===== src/rtl/reg_file_param_if.sv =====
// Bus bundle for reg_file_param: one write port, two read ports and the
// clear/status signals. Clock and reset stay as plain module ports.
interface reg_file_param_if #(
  parameter int DATA_WIDTH = 8,
  parameter int ADDR_WIDTH = 3
);
  logic [DATA_WIDTH-1:0] IN;
  logic [ADDR_WIDTH-1:0] INADDRESS;
  logic                  WRITE;
  logic                  CLEAR;
  logic [ADDR_WIDTH-1:0] OUT1ADDRESS;
  logic [ADDR_WIDTH-1:0] OUT2ADDRESS;
  logic [DATA_WIDTH-1:0] OUT1;
  logic [DATA_WIDTH-1:0] OUT2;
  logic                  BUSY;
  logic                  WR_DROP;

  // Requester side: drives write/clear/read addresses, observes data and status.
  modport master (
    output IN, INADDRESS, WRITE, CLEAR, OUT1ADDRESS, OUT2ADDRESS,
    input  OUT1, OUT2, BUSY, WR_DROP
  );

  // Register file side.
  modport slave (
    input  IN, INADDRESS, WRITE, CLEAR, OUT1ADDRESS, OUT2ADDRESS,
    output OUT1, OUT2, BUSY, WR_DROP
  );
endinterface


===== src/rtl/reg_file_param.sv =====
// Parameterised register file with one write port, two combinational read
// ports, optional write-to-read forwarding and a clear sequencer that zeroes
// one entry per clock. Reset only starts the sweep; it never writes storage.
module reg_file_param #(
  parameter int DATA_WIDTH = 8,
  parameter int ADDR_WIDTH = 3,
  parameter int BYPASS     = 1
) (
  input  logic           CLK,
  input  logic           RESET,
  reg_file_param_if.slave bus
);

  localparam int DEPTH     = 1 << ADDR_WIDTH;
  localparam bit BYPASS_EN = (BYPASS != 0);
  localparam logic [ADDR_WIDTH-1:0] LAST_IDX = ADDR_WIDTH'(DEPTH - 1);

  typedef enum logic {
    IDLE  = 1'b0,
    SWEEP = 1'b1
  } state_t;

  state_t                  state_reg, state_next;
  logic [ADDR_WIDTH-1:0]   ptr_reg, ptr_next;
  logic                    wr_drop_reg, wr_drop_next;

  // Flattened view of all entries so the read ports can index them.
  logic [DEPTH-1:0][DATA_WIDTH-1:0] entry_q;

  logic                    sweeping;
  logic [DATA_WIDTH-1:0]   rd1_next, rd2_next;

  assign sweeping = (state_reg == SWEEP);

  // Next-state logic for the clear sequencer and the dropped-write flag.
  always_comb begin
    state_next   = state_reg;
    ptr_next     = ptr_reg;
    wr_drop_next = 1'b0;
    case (state_reg)
      IDLE: begin
        if (bus.CLEAR) begin
          state_next = SWEEP;
          ptr_next   = '0;
        end
      end
      SWEEP: begin
        // Writes are refused while sweeping; CLEAR here is simply ignored.
        wr_drop_next = bus.WRITE;
        if (ptr_reg == LAST_IDX) begin
          state_next = IDLE;
        end else begin
          ptr_next = ptr_reg + 1'b1;
        end
      end
      default: begin
        state_next = SWEEP;
        ptr_next   = '0;
      end
    endcase
  end

  // Sequencer state register; reset (re)starts a full sweep from entry 0.
  always_ff @(posedge CLK) begin
    if (RESET) begin
      state_reg   <= SWEEP;
      ptr_reg     <= '0;
      wr_drop_reg <= 1'b0;
    end else begin
      state_reg   <= state_next;
      ptr_reg     <= ptr_next;
      wr_drop_reg <= wr_drop_next;
    end
  end

  // One register per entry: the sweep owns the entry at PTR while sweeping,
  // otherwise a matching write updates it. A write coinciding with CLEAR in
  // IDLE lands here first and is zeroed later by the sweep.
  for (genvar gi = 0; gi < DEPTH; gi++) begin : g_entry
    localparam logic [ADDR_WIDTH-1:0] IDX = ADDR_WIDTH'(gi);
    logic [DATA_WIDTH-1:0] entry_reg;

    // Entry update: sweep clear or normal write, nothing during reset.
    always_ff @(posedge CLK) begin
      if (!RESET) begin
        if (sweeping) begin
          if (ptr_reg == IDX) begin
            entry_reg <= '0;
          end
        end else if (bus.WRITE && (bus.INADDRESS == IDX)) begin
          entry_reg <= bus.IN;
        end
      end
    end

    assign entry_q[gi] = entry_reg;
  end

  // Read port 1: forced zero while sweeping, else forwarded or stored data.
  always_comb begin
    rd1_next = entry_q[bus.OUT1ADDRESS];
    if (sweeping) begin
      rd1_next = '0;
    end else if (BYPASS_EN && bus.WRITE && (bus.OUT1ADDRESS == bus.INADDRESS)) begin
      rd1_next = bus.IN;
    end
  end

  // Read port 2: identical behaviour, independent address.
  always_comb begin
    rd2_next = entry_q[bus.OUT2ADDRESS];
    if (sweeping) begin
      rd2_next = '0;
    end else if (BYPASS_EN && bus.WRITE && (bus.OUT2ADDRESS == bus.INADDRESS)) begin
      rd2_next = bus.IN;
    end
  end

  assign bus.OUT1    = rd1_next;
  assign bus.OUT2    = rd2_next;
  assign bus.BUSY    = sweeping;
  assign bus.WR_DROP = wr_drop_reg;

endmodule


===== src/flat_wrapper.sv =====
// flat-port wrapper written by rule: the top's interface ports become plain ports
module reg_file_param_flat 
#(
  parameter int DATA_WIDTH = 8,
  parameter int ADDR_WIDTH = 3,
  parameter int BYPASS     = 1
)
  (CLK, RESET, bus_IN, bus_INADDRESS, bus_WRITE, bus_CLEAR, bus_OUT1ADDRESS, bus_OUT2ADDRESS, bus_OUT1, bus_OUT2, bus_BUSY, bus_WR_DROP);
  reg_file_param_if #(.DATA_WIDTH(DATA_WIDTH), .ADDR_WIDTH(ADDR_WIDTH)) bus_i ();
  input  logic CLK;
  input  logic RESET;
  input wire logic [$bits(bus_i.IN)-1:0] bus_IN;
  input wire logic [$bits(bus_i.INADDRESS)-1:0] bus_INADDRESS;
  input wire logic [$bits(bus_i.WRITE)-1:0] bus_WRITE;
  input wire logic [$bits(bus_i.CLEAR)-1:0] bus_CLEAR;
  input wire logic [$bits(bus_i.OUT1ADDRESS)-1:0] bus_OUT1ADDRESS;
  input wire logic [$bits(bus_i.OUT2ADDRESS)-1:0] bus_OUT2ADDRESS;
  output wire logic [$bits(bus_i.OUT1)-1:0] bus_OUT1;
  output wire logic [$bits(bus_i.OUT2)-1:0] bus_OUT2;
  output wire logic [$bits(bus_i.BUSY)-1:0] bus_BUSY;
  output wire logic [$bits(bus_i.WR_DROP)-1:0] bus_WR_DROP;
  assign bus_i.IN = bus_IN;
  assign bus_i.INADDRESS = bus_INADDRESS;
  assign bus_i.WRITE = bus_WRITE;
  assign bus_i.CLEAR = bus_CLEAR;
  assign bus_i.OUT1ADDRESS = bus_OUT1ADDRESS;
  assign bus_i.OUT2ADDRESS = bus_OUT2ADDRESS;
  assign bus_OUT1 = bus_i.OUT1;
  assign bus_OUT2 = bus_i.OUT2;
  assign bus_BUSY = bus_i.BUSY;
  assign bus_WR_DROP = bus_i.WR_DROP;
  reg_file_param #(.DATA_WIDTH(DATA_WIDTH), .ADDR_WIDTH(ADDR_WIDTH), .BYPASS(BYPASS)) u_core (.CLK(CLK), .RESET(RESET), .bus(bus_i));
endmodule

===== config.mk =====
export PLATFORM = sky130hd
export DESIGN_NAME = reg_file_param_flat
export DESIGN_NICKNAME = d
export VERILOG_FILES = /design/src/rtl/reg_file_param_if.sv /design/src/rtl/reg_file_param.sv /design/src/flat_wrapper.sv
export SDC_FILE = /design/constraint.sdc
export NUM_CORES = 1
export LEC_CHECK = 0
export CAP_MARGIN = 20
export CELL_PAD_IN_SITES_DETAIL_PLACEMENT = 1
export CELL_PAD_IN_SITES_GLOBAL_PLACEMENT = 1
export CORE_UTILIZATION = 48
export CTS_CLUSTER_SIZE = 24
export DETAILED_ROUTE_END_ITERATION = 10
export GPL_ROUTABILITY_DRIVEN = 0
export GPL_TIMING_DRIVEN = 0
export PLACE_DENSITY = 0.8
export SYNTH_ARGS = -nofsm -noshare
export SYNTH_HDL_FRONTEND = slang
export SYNTH_SLANG_ARGS = --single-unit

===== constraint.sdc =====
create_clock -name CLK -period 2.8 [get_ports CLK]
set_clock_uncertainty 0.05 [all_clocks]
set_input_delay 0.7 -clock CLK [delete_from_list [all_inputs] [get_ports CLK]]
set_output_delay 0.7 -clock CLK [all_outputs]
set_load 0.02 [all_outputs]

==> qor.csv <==
stage,metric,value,unit
yosys,syn_inst,230,
run_status,outcome,"finished, final reports clean",
yosys,ys_seq_elements,69,
timing,fin_crit_sh,0.9833,
pwr,total_power,2.221,mW
yosys,synth_largest_area_cell,edfxtp_1,
cts,insertion_delay,350,ps
layout,antenna_cells,0,
min_path,holdCritStartpoint,u_core.ptr_reg[1]$_SDFFE_PP0P_,
layout,nets,303,
placed_design,port_buffers,30,
setup_path,path_cells,buf_12 > buf_12 > mux4_2 > mux2i_1 > a211oi_1 > clkdlybuf4s15_2,
route,vias_per_cell,6.245,
grt,gr-usage-all-layers,0.2638,
timing,tightest_slew,1082,ps
grt,grt_pass1_vias,2417,
cts,clock_sinks,69,
setup_path,crit_top_cell,buf_12,
yosys,synth_top_area_frac,0.5264,
die,die_y,89.22,um
timing,clock.fmax,363.2,MHz
timing,setup_ws,46.85,ps
yosys,synthesis.nets,257,
yosys,synthesis.area,3651,um^2
yosys,synth_area_leaders,"edfxtp_1 (53%), mux4_2 (16%), mux2i_1 (4.4%), mux4_1 (4.3%), a211oi_1 (3.3%)",
cts,clockBufferDepth,2,
yosys,yosysWarnings,0,
setup_path,rr_endpoint,u_core.g_entry[3].entry_reg[2]$_DFFE_PP_,
min_path,hold_depth,2,
timing,rsz0062_at_grt,false,
yosys,syn_area_per_cell,15.87,um^2
yosys,ys_types,30,
layout,final_layout_size_suffix_gt1_frac,0.2989,
grt,grt_antenna_before_repair,0,
timing,maxSlewViolCount,0,
setup_path,worstSetupStartpointType,primary input,
layout,multi_input_area,1506,um^2
layout,regArea,2022,um^2
cts,clkTransAtPathRegs,70,ps
die,fp.coreArea,7292,um^2
cts,cts_tree,yes,
route,via_count,2373,
die,io-pin-count,39,
die,num_rows,31,
setup_path,slowest_stage,mux4_2,
timing,setup_violations,0,
setup_path,r2r_slack,200,ps
layout,mostFrequentLayoutCell,edfxtp_1,
timing,hold_viol_final,0,
setup_path,crit_path_max_incr_delay,490,ps
pwr,ir_drop,0.0003568,V
die,start_util,0.5007,
timing,relSlewSlack,0.2758,
cts,cts_buffers,9,
setup_path,path_buf_inv,3,
setup_path,criticalPathCategory,in2out,
run,maxCapViolations,0,
cts,cts-root-buf,clkbuf_8,
cts,ctsHtreeMaxLevel,3,
route,final_antenna_net_count,0,
route,wl_per_cell,25.21,um
route,routed_wl,9.580,mm
layout,area_growth,19.26,%
die,die_width,89.22,um
setup_path,cp-end-kind,output pin,
setup_path,r2r_start,u_core.bus.BUSY$_SDFF_PP1_,
setup_path,crit_required,2050,ps
setup_path,crit_fanout,9,
layout,largest_reg_flops,64,
min_path,min_path_type,reg2reg,
yosys,yosysSeqAreaShare,0.5538,
pwr,p_per_area,510.2,nW/um^2
route,drc,0,
pwr,p_leak,1.572,nW
layout,nFillCells,714,
grt,gr-total-overflow,0,
timing,finalCriticalPeriod,2753,ps
placed_design,post-place-ws,-1127,ps
placed_design,dpl.hpwl,6.111,mm
route,drtIter0Drc,212,
route,firstDrtPassIters,4,
die,die_area,7959,um^2
setup_path,critPathArrivalTime,2000,ps
min_path,hold_end,u_core.ptr_reg[1]$_SDFFE_PP0P_,
grt,grt_pass1_wl,13.97,mm
grt,grt_max_degree,20,
layout,layout_common_cells,"edfxtp_1 (64), nor2_1 (30), mux4_2 (26)",
setup_path,cp_top_family,multiplexers,
setup_path,rr_worst_depth,4,
==> worst max-delay path by stage <==
stage,from,cells past startpoint,end,slack [ps]
after detailed placement,bus_INADDRESS[2],6,bus_OUT1[2],-1130
final,bus_OUT2ADDRESS[1],6,bus_OUT2[4],50
after floorplan,bus_OUT2ADDRESS[1],5,bus_OUT2[6],30
after CTS,bus_INADDRESS[2],6,bus_OUT1[6],-9
after global placement,bus_INADDRESS[2],6,bus_OUT1[0],-1060
after global routing,bus_OUT2ADDRESS[1],6,bus_OUT2[4],5
==> layer usage <==
layer  track usage  vias up  share of wire
met4        0.1371        0          0.028
met5             0        -              0
met2        0.4358      106           0.50
met1        0.3296     1225           0.41
li1              -     1018              -
met3       0.05633       24          0.056
==> tightest hold or removal path: cells and delay by family (launching register included) <==
kind	cells	cell delay [ps]
AO/OA/AOI/OAI	1	140
flip-flops	1	340
AND/OR/NAND/NOR	1	50
==> power by group <==
group / leakage, nW / internal [mW] / switching (mW)
combinational: 0.840 / 0.138 / 0.136
sequential: 0.642 / 1.14 / 0.0147
clock: 0.0903 / 0.405 / 0.385
total: 1.57 / 1.69 / 0.536
==> timing repair <==
| item | CTS | global route |
|---|---|---|
| hold buffers | 0 | 0 |
| setup buffers | 2 | 0 |
| cloned | 1 | 1 |
| pin swaps | 2 | 3 |
| setup endpoints to repair | 29 | 10 |
| resized for setup | 96 | 9 |
==> area by class of cell <==
| cell class | count | area share |
|---|---|---|
| tap | 99 | 0.02845 |
| multi-input combinational | 138 | 0.3460 |
| inverter | 4 | 0.003448 |
| sequential | 69 | 0.4644 |
| clock buffer | 9 | 0.02845 |
| clock inverter | 7 | 0.01523 |
| timing repair buffer | 36 | 0.07241 |
| buffer | 18 | 0.04167 |
==> cells in the mapped netlist, drive strengths merged <==
cell / number
a2bb2oi: 1
edfxtp: 64
a32oi: 4
buf: 16
a211oi: 16
and3b: 1
a21oi: 3
xnor2: 6
inv: 4
a22oi: 3
nand3: 1
nor2b: 11
nand2: 2
dfxtp: 5
nor3b: 1
ha: 6
o21ai: 1
nand4: 2
nand2b: 2
mux4: 32
mux2i: 16
nor2: 30
clkbuf: 3
==> stage by stage <==
stage / instances / utilization / TNS [ps] / hold slack [ps] / instance area [um^2]
after floorplan: 230 / - / 0 / 457.3 / 3651
after global placement: 359 / 0.5589 / -25490 / 486.0 / 4075
after detailed placement: 359 / 0.5589 / -29830 / 514.3 / 4075
after CTS: 377 / 0.5889 / -9.477 / 527.4 / 4294
after global routing: 380 / 0.5971 / 0 / 559.4 / 4354
final: 380 / 0.5971 / 0 / 519.7 / 4354
==> kinds of logic (layout without fill, tap and decap cells) <==
group / Yosys count / count (layout) / synth area share
adder cells (fa/ha/maj): 6 / 6 / 0.02056
buffers and inverters: 23 / 74 / 0.04112
multiplexers: 48 / 48 / 0.2474
XOR/XNOR: 6 / 6 / 0.01439
flip-flops: 69 / 69 / 0.5538
AND/OR/NAND/NOR: 50 / 50 / 0.06614
AO/OA/AOI/OAI: 28 / 28 / 0.05654
Power figures use the tool's default switching activity.
